### src/rtl/mmio_copy_master.sv
// Bus initiator that copies a block of 32-bit words from one address range to
// another over the peripheral bridge, one read cycle plus one write cycle per word.
module mmio_copy_master #(
    parameter int LEN_W = 16
) (
    input  logic             clk,
    input  logic             reset,
    input  logic             start,
    input  logic [31:0]      src_addr,
    input  logic [31:0]      dst_addr,
    input  logic [LEN_W-1:0] len,
    input  logic             abort,
    input  logic             grant,
    output logic [31:0]      bus_addr,
    output logic             bus_we,
    output logic [31:0]      bus_wdata,
    input  logic [31:0]      bus_rdata,
    output logic             busy,
    output logic             done,
    output logic             err,
    output logic             aborted,
    output logic [LEN_W-1:0] remaining
);

    // state | meaning
    // IDLE  | waiting for start
    // READ  | driving cur_src, capturing bus_rdata on a granted edge
    // WRITE | driving cur_dst with the buffered word, committing on a granted edge
    // DONE  | one-cycle completion pulse, status valid
    typedef enum logic [1:0] {
        IDLE  = 2'd0,
        READ  = 2'd1,
        WRITE = 2'd2,
        DONE  = 2'd3
    } state_t;

    state_t             state_q, state_d;
    logic [31:0]        cur_src_q, cur_src_d;
    logic [31:0]        cur_dst_q, cur_dst_d;
    logic [31:0]        rbuf_q, rbuf_d;
    logic [LEN_W-1:0]   remaining_q, remaining_d;
    logic               err_q, err_d;
    logic               aborted_q, aborted_d;
    logic [31:0]        hold_addr_q, hold_addr_d;
    logic [31:0]        hold_wdata_q, hold_wdata_d;

    always_ff @(posedge clk or negedge reset) begin
        if (!reset) begin
            state_q      <= IDLE;
            cur_src_q    <= '0;
            cur_dst_q    <= '0;
            rbuf_q       <= '0;
            remaining_q  <= '0;
            err_q        <= 1'b0;
            aborted_q    <= 1'b0;
            hold_addr_q  <= '0;
            hold_wdata_q <= '0;
        end else begin
            state_q      <= state_d;
            cur_src_q    <= cur_src_d;
            cur_dst_q    <= cur_dst_d;
            rbuf_q       <= rbuf_d;
            remaining_q  <= remaining_d;
            err_q        <= err_d;
            aborted_q    <= aborted_d;
            hold_addr_q  <= hold_addr_d;
            hold_wdata_q <= hold_wdata_d;
        end
    end

    always_comb begin
        state_d      = state_q;
        cur_src_d    = cur_src_q;
        cur_dst_d    = cur_dst_q;
        rbuf_d       = rbuf_q;
        remaining_d  = remaining_q;
        err_d        = err_q;
        aborted_d    = aborted_q;
        bus_addr     = hold_addr_q;
        bus_wdata    = hold_wdata_q;
        bus_we       = 1'b0;

        unique case (state_q)
            IDLE: begin
                if (start) begin
                    cur_src_d   = src_addr;
                    cur_dst_d   = dst_addr;
                    remaining_d = len;
                    err_d       = 1'b0;
                    aborted_d   = 1'b0;
                    if ((src_addr[1:0] != 2'b00) || (dst_addr[1:0] != 2'b00)) begin
                        err_d   = 1'b1;
                        state_d = DONE;
                    end else if (len == '0) begin
                        state_d = DONE;
                    end else begin
                        state_d = READ;
                    end
                end
            end
            READ: begin
                bus_addr = cur_src_q;
                if (abort) begin
                    aborted_d = 1'b1;
                    state_d   = DONE;
                end else if (grant) begin
                    rbuf_d    = bus_rdata;
                    cur_src_d = cur_src_q + 32'd4;
                    state_d   = WRITE;
                end
            end
            WRITE: begin
                bus_addr  = cur_dst_q;
                bus_wdata = rbuf_q;
                // abort does not gate the strobe, so a granted write always lands
                bus_we    = grant;
                if (grant) begin
                    cur_dst_d   = cur_dst_q + 32'd4;
                    remaining_d = remaining_q - LEN_W'(1);
                    state_d     = (remaining_q == LEN_W'(1)) ? DONE : READ;
                end
                if (abort) begin
                    aborted_d = 1'b1;
                    state_d   = DONE;
                end
            end
            DONE: begin
                state_d = IDLE;
            end
            default: begin
                state_d = IDLE;
            end
        endcase

        // Address/data hold their last driven value while the arbiter has the bus.
        hold_addr_d  = bus_addr;
        hold_wdata_d = bus_wdata;
    end

    assign busy      = (state_q == READ) || (state_q == WRITE);
    assign done      = (state_q == DONE);
    assign err       = err_q;
    assign aborted   = aborted_q;
    assign remaining = remaining_q;

endmodule

### config.mk
export PLATFORM = sky130hd
export DESIGN_NAME = mmio_copy_master
export DESIGN_NICKNAME = d
export VERILOG_FILES = /design/src/rtl/mmio_copy_master.sv
export SDC_FILE = /design/constraint.sdc
export NUM_CORES = 1
export LEC_CHECK = 0
export ABC_AREA = 1
export BUFFER_PORTS_ARGS = -buffer_cell sky130_fd_sc_hd__buf_4
export CORE_MARGIN = 2
export CORE_UTILIZATION = 56
export CTS_CLUSTER_SIZE = 28
export DETAILED_ROUTE_END_ITERATION = 10
export GPL_ROUTABILITY_DRIVEN = 0
export PLACE_DENSITY = 0.9
export SLEW_MARGIN = 0
export SYNTH_ARGS = -nofsm -noshare
export SYNTH_HDL_FRONTEND = slang
export SYNTH_SLANG_ARGS = --single-unit
### constraint.sdc
create_clock -name clk -period 2.6 [get_ports clk]
set_clock_uncertainty 0.05 [all_clocks]
set_input_delay 0.26 -clock clk [delete_from_list [all_inputs] [get_ports clk]]
set_output_delay 0.26 -clock clk [all_outputs]
set_load 0.02 [all_outputs]
==> impl_metrics.yaml <==
status:
  outcome: "completed"
clock_network:
  post_cts_buffers: 0
  cts_tree: "yes"
  path_clk_slew_ps: 80
  cts.sinks: 180
  htreeDepth: 4
  worstSkewPairLatency_ps: 440
  root_buffer: "clkbuf_16"
  clockBufferDepth: 2
  cts_buffers: 17
drt:
  wl_met1_microns: 11100
  viasPerCell: 5.77
  routed-wl-met2_microns: 14700
  dr.pass1.iters: 6
  wl_microns: 29800
  wl_met3_microns: 2800
  wl_per_cell_microns: 17.4
  first_iter_violations: 1094
  top_layer: "met4"
  ant_nets: 0
  vias: 9873
  route.detailed.drc: 0
sta:
  rsz0062_at_grt: "no"
  finalSetupViolCount: 0
  fin_hold_ws_ps: 3.86
  slew_violations: 0
  tns_ps: 0
  tightestPinTransition_ps: 670
  relSlewSlack_pct: 55.3
  period_needed_ps: 2510
  clock.fmax_ghz: 0.398
  timing.final.crit_share_pct: 96.7
  hold_violations: 0
setup_path:
  criticalPathCategory: "reg -> out"
  end_kind: "output pin"
  arrival_ps: 2200
  cp-start-kind: "flip-flop"
  cp.required_ps: 2290
  cp_max_fo: 34
pwr:
  powerDensity_mw_per_mm2: 1460
  vdd_drop_max_mv: 1.35
  internal-power_mw: 9.29
  p_sw_share_pct: 48.7
  p_total_mw: 18.1
  power_leakage_nw: 6.08
  clock_power_share_pct: 14.6
  seq_power_share_pct: 29.5
  combPwrFrac_pct: 55.9
  switching_power_mw: 8.83
synthesis:
  synth_top_cell_by_area: "dfrtp_1"
  ys_seq_area_share_pct: 46.1
  synth_nets: 1396
  synth.distinct_cells: 42
  syn_area_sq_mm: 0.00976
  yosys-top-cells-area: "dfrtp_1, nand2_1, nor2_1"
  synthCells: 1270
  ys_warn_count: 0
  synth_top_area_share_pct: 46.1
  ys_seq_elements: 180
  synth.avg_cell_area_sq_um: 7.69
global_routing:
  first_global_vias: 9479
  grt_pass1_wl_microns: 45900
  grt_max_degree: 68
  grt.total_usage_pct: 31.5
  grt_overflow: 0
  antenna_found_initial: 0
run:
  drv_cap: 0
die:
  initial_core_util_pct: 56.8
  core_area_sq_mm: 0.0172
  rows: 48
  die_w_microns: 136
  dieHeight_microns: 136
  io-pin-count: 202
  die_area_sq_mm: 0.0185
layout:
  final_nets: 1598
  antenna_cells: 0
  fin_area_sq_mm: 0.0124
  drive_gt1_share_pct: 22.4
  finish.utilization_pct: 72.4
  area_delta_synth_final_pct: 27.4
placed_design:
  io_buffers: 201
  dp_hpwl_microns: 20200
  placed_cell_area_sq_mm: 0.0115
hold_path:
  hp-class: "in -> reg"
[through the flow]
| stage | std cells | worst slack [ps] |
|---|---|---|
| detailed placement | 1657 | 315 |
| floorplan | 1270 | 347 |
| global placement | 1657 | 480 |
| global route | 1710 | 0.613 |
| CTS | 1708 | 14.6 |
| finish | 1710 | 85.1 |
[power by group through the flow]
stage                     registers [mW]  clock network, mW  logic (mW)
after floorplan                     5.16                  0        6.08
after global placement              5.23                  0        9.29
after detailed placement            5.31                  0        9.55
after CTS                           5.28               2.64        9.63
after global routing                5.48               2.78        10.9
final                               5.34               2.64        10.1
[path summary, 6_finish.rpt]
| path | to | slack (ps) | startpoint | depth (start not counted) |
|---|---|---|---|---|
| min reg2reg | hold_wdata_q[18]$_DFF_PN0_ | 430 | hold_wdata_q[18]$_DFF_PN0_ | 2 |
| max in group asynchronous | hold_addr_q[0]$_DFF_PN0_ | 1380 | reset | 3 |
| max reg2reg | cur_src_q[4]$_DFFE_PN0P_ | 230 | state_q[0]$_DFFE_PN0P_ | 8 |
| min in group asynchronous | cur_src_q[10]$_DFFE_PN0P_ | 330 | reset | 2 |
| min | rbuf_q[14]$_DFFE_PN0P_ | 4 | bus_rdata[14] | 2 |
| max | bus_addr[3] | 90 | state_q[1]$_DFFE_PN0P_ | 6 |
[synthesized netlist by cell type (all sizes together)]
library cell / number
a21boi: 23
a21oi: 16
a22o: 1
a22oi: 1
a2bb2oi: 1
a31oi: 38
and2: 2
buf: 38
clkbuf: 16
dfrtp: 180
ha: 9
inv: 83
mux2: 32
nand2: 474
nand3: 83
nand3b: 2
nand4: 30
nor2: 127
nor3: 14
nor4: 2
o211ai: 12
o21ai: 71
o22ai: 5
o32ai: 2
or2: 1
xnor2: 1
xor2: 6
[registers in the layout (all words and copies together), names as in the netlist]
name and count:
aborted 1, cur_dst_q 32, cur_src_q 32, err 1, hold_addr_q 32, hold_wdata_q 32, rbuf_q 32, remaining 16
state_q 2
[routing by layer]
metal,vias to the layer above,GRT usage [%]
li1,4581,-
met4,0,15.2
met1,4616,38.6
met2,586,52.5
met5,-,0
met3,90,7.46
[cell usage in the layout (no fill, tap or decap), types with 3 or more instances in the layout]
| master | Yosys | layout |
|---|---|---|
| a21boi_0 | 22 | 22 |
| a21oi_1 | 15 | 15 |
| a31oi_1 | 38 | 28 |
| a31oi_2 | 0 | 9 |
| buf_12 | 0 | 6 |
| buf_4 | 3 | 207 |
| clkbuf_16 | 0 | 18 |
| clkinv_8 | 0 | 5 |
| dfrtp_1 | 180 | 180 |
| dlygate4sd3_1 | 0 | 20 |
| ha_1 | 9 | 6 |
| inv_1 | 77 | 77 |
| inv_2 | 6 | 6 |
| inv_6 | 0 | 4 |
| inv_8 | 0 | 5 |
| mux2_2 | 32 | 32 |
| nand2_1 | 471 | 471 |
| nand2_2 | 3 | 3 |
| nand3_1 | 77 | 77 |
| nand3_2 | 6 | 6 |
| nand4_1 | 30 | 30 |
| nor2_1 | 114 | 114 |
| nor2_2 | 7 | 7 |
| nor2_4 | 6 | 6 |
| nor3_1 | 8 | 8 |
| nor3_2 | 3 | 3 |
| nor3_4 | 3 | 3 |
| o211ai_1 | 12 | 12 |
| o21ai_0 | 58 | 58 |
| o21ai_1 | 11 | 11 |
| o22ai_1 | 5 | 5 |
| xor2_1 | 6 | 6 |
[logic make-up (layout without fill, tap and decap cells)]
group           after synthesis  count (layout)  synth area share (%)
simple gates                735             735                  32.0
flops                       180             180                  46.1
compound gates              170             170                  10.5
buf+inv                     137             352                  5.84
mux                          32              32                  3.69
fa+ha+maj                     9               9                  1.15
xor+xnor                      7               7                 0.628
[layout make-up]
| type | count | area (sq um) |
|---|---|---|
| repair buffers | 237 | 1950 |
| well taps | 225 | 282 |
| clock buffers | 17 | 425 |
| flip-flops and latches | 180 | 4500 |
| clock inverters | 15 | 181 |
| inverters | 83 | 312 |
| fillers | 1296 | 4740 |
| multi-input cells | 953 | 4780 |
[timing repair]
item | CTS | global route
gates resized for setup | 0 | 13
endpoints found under the hold margin | 79 | 1
setup endpoints to repair | 0 | 21
hold buffers | 19 | 1
[critical path, stage by stage, from the launching register on]
cell and delay, ps:
dfrtp_1 450, inv_1 120, ha_2 420, buf_12 230
nor2_1 70, a31oi_1 260, buf_4 210
No activity file was read; power rests on OpenSTA's default activity.
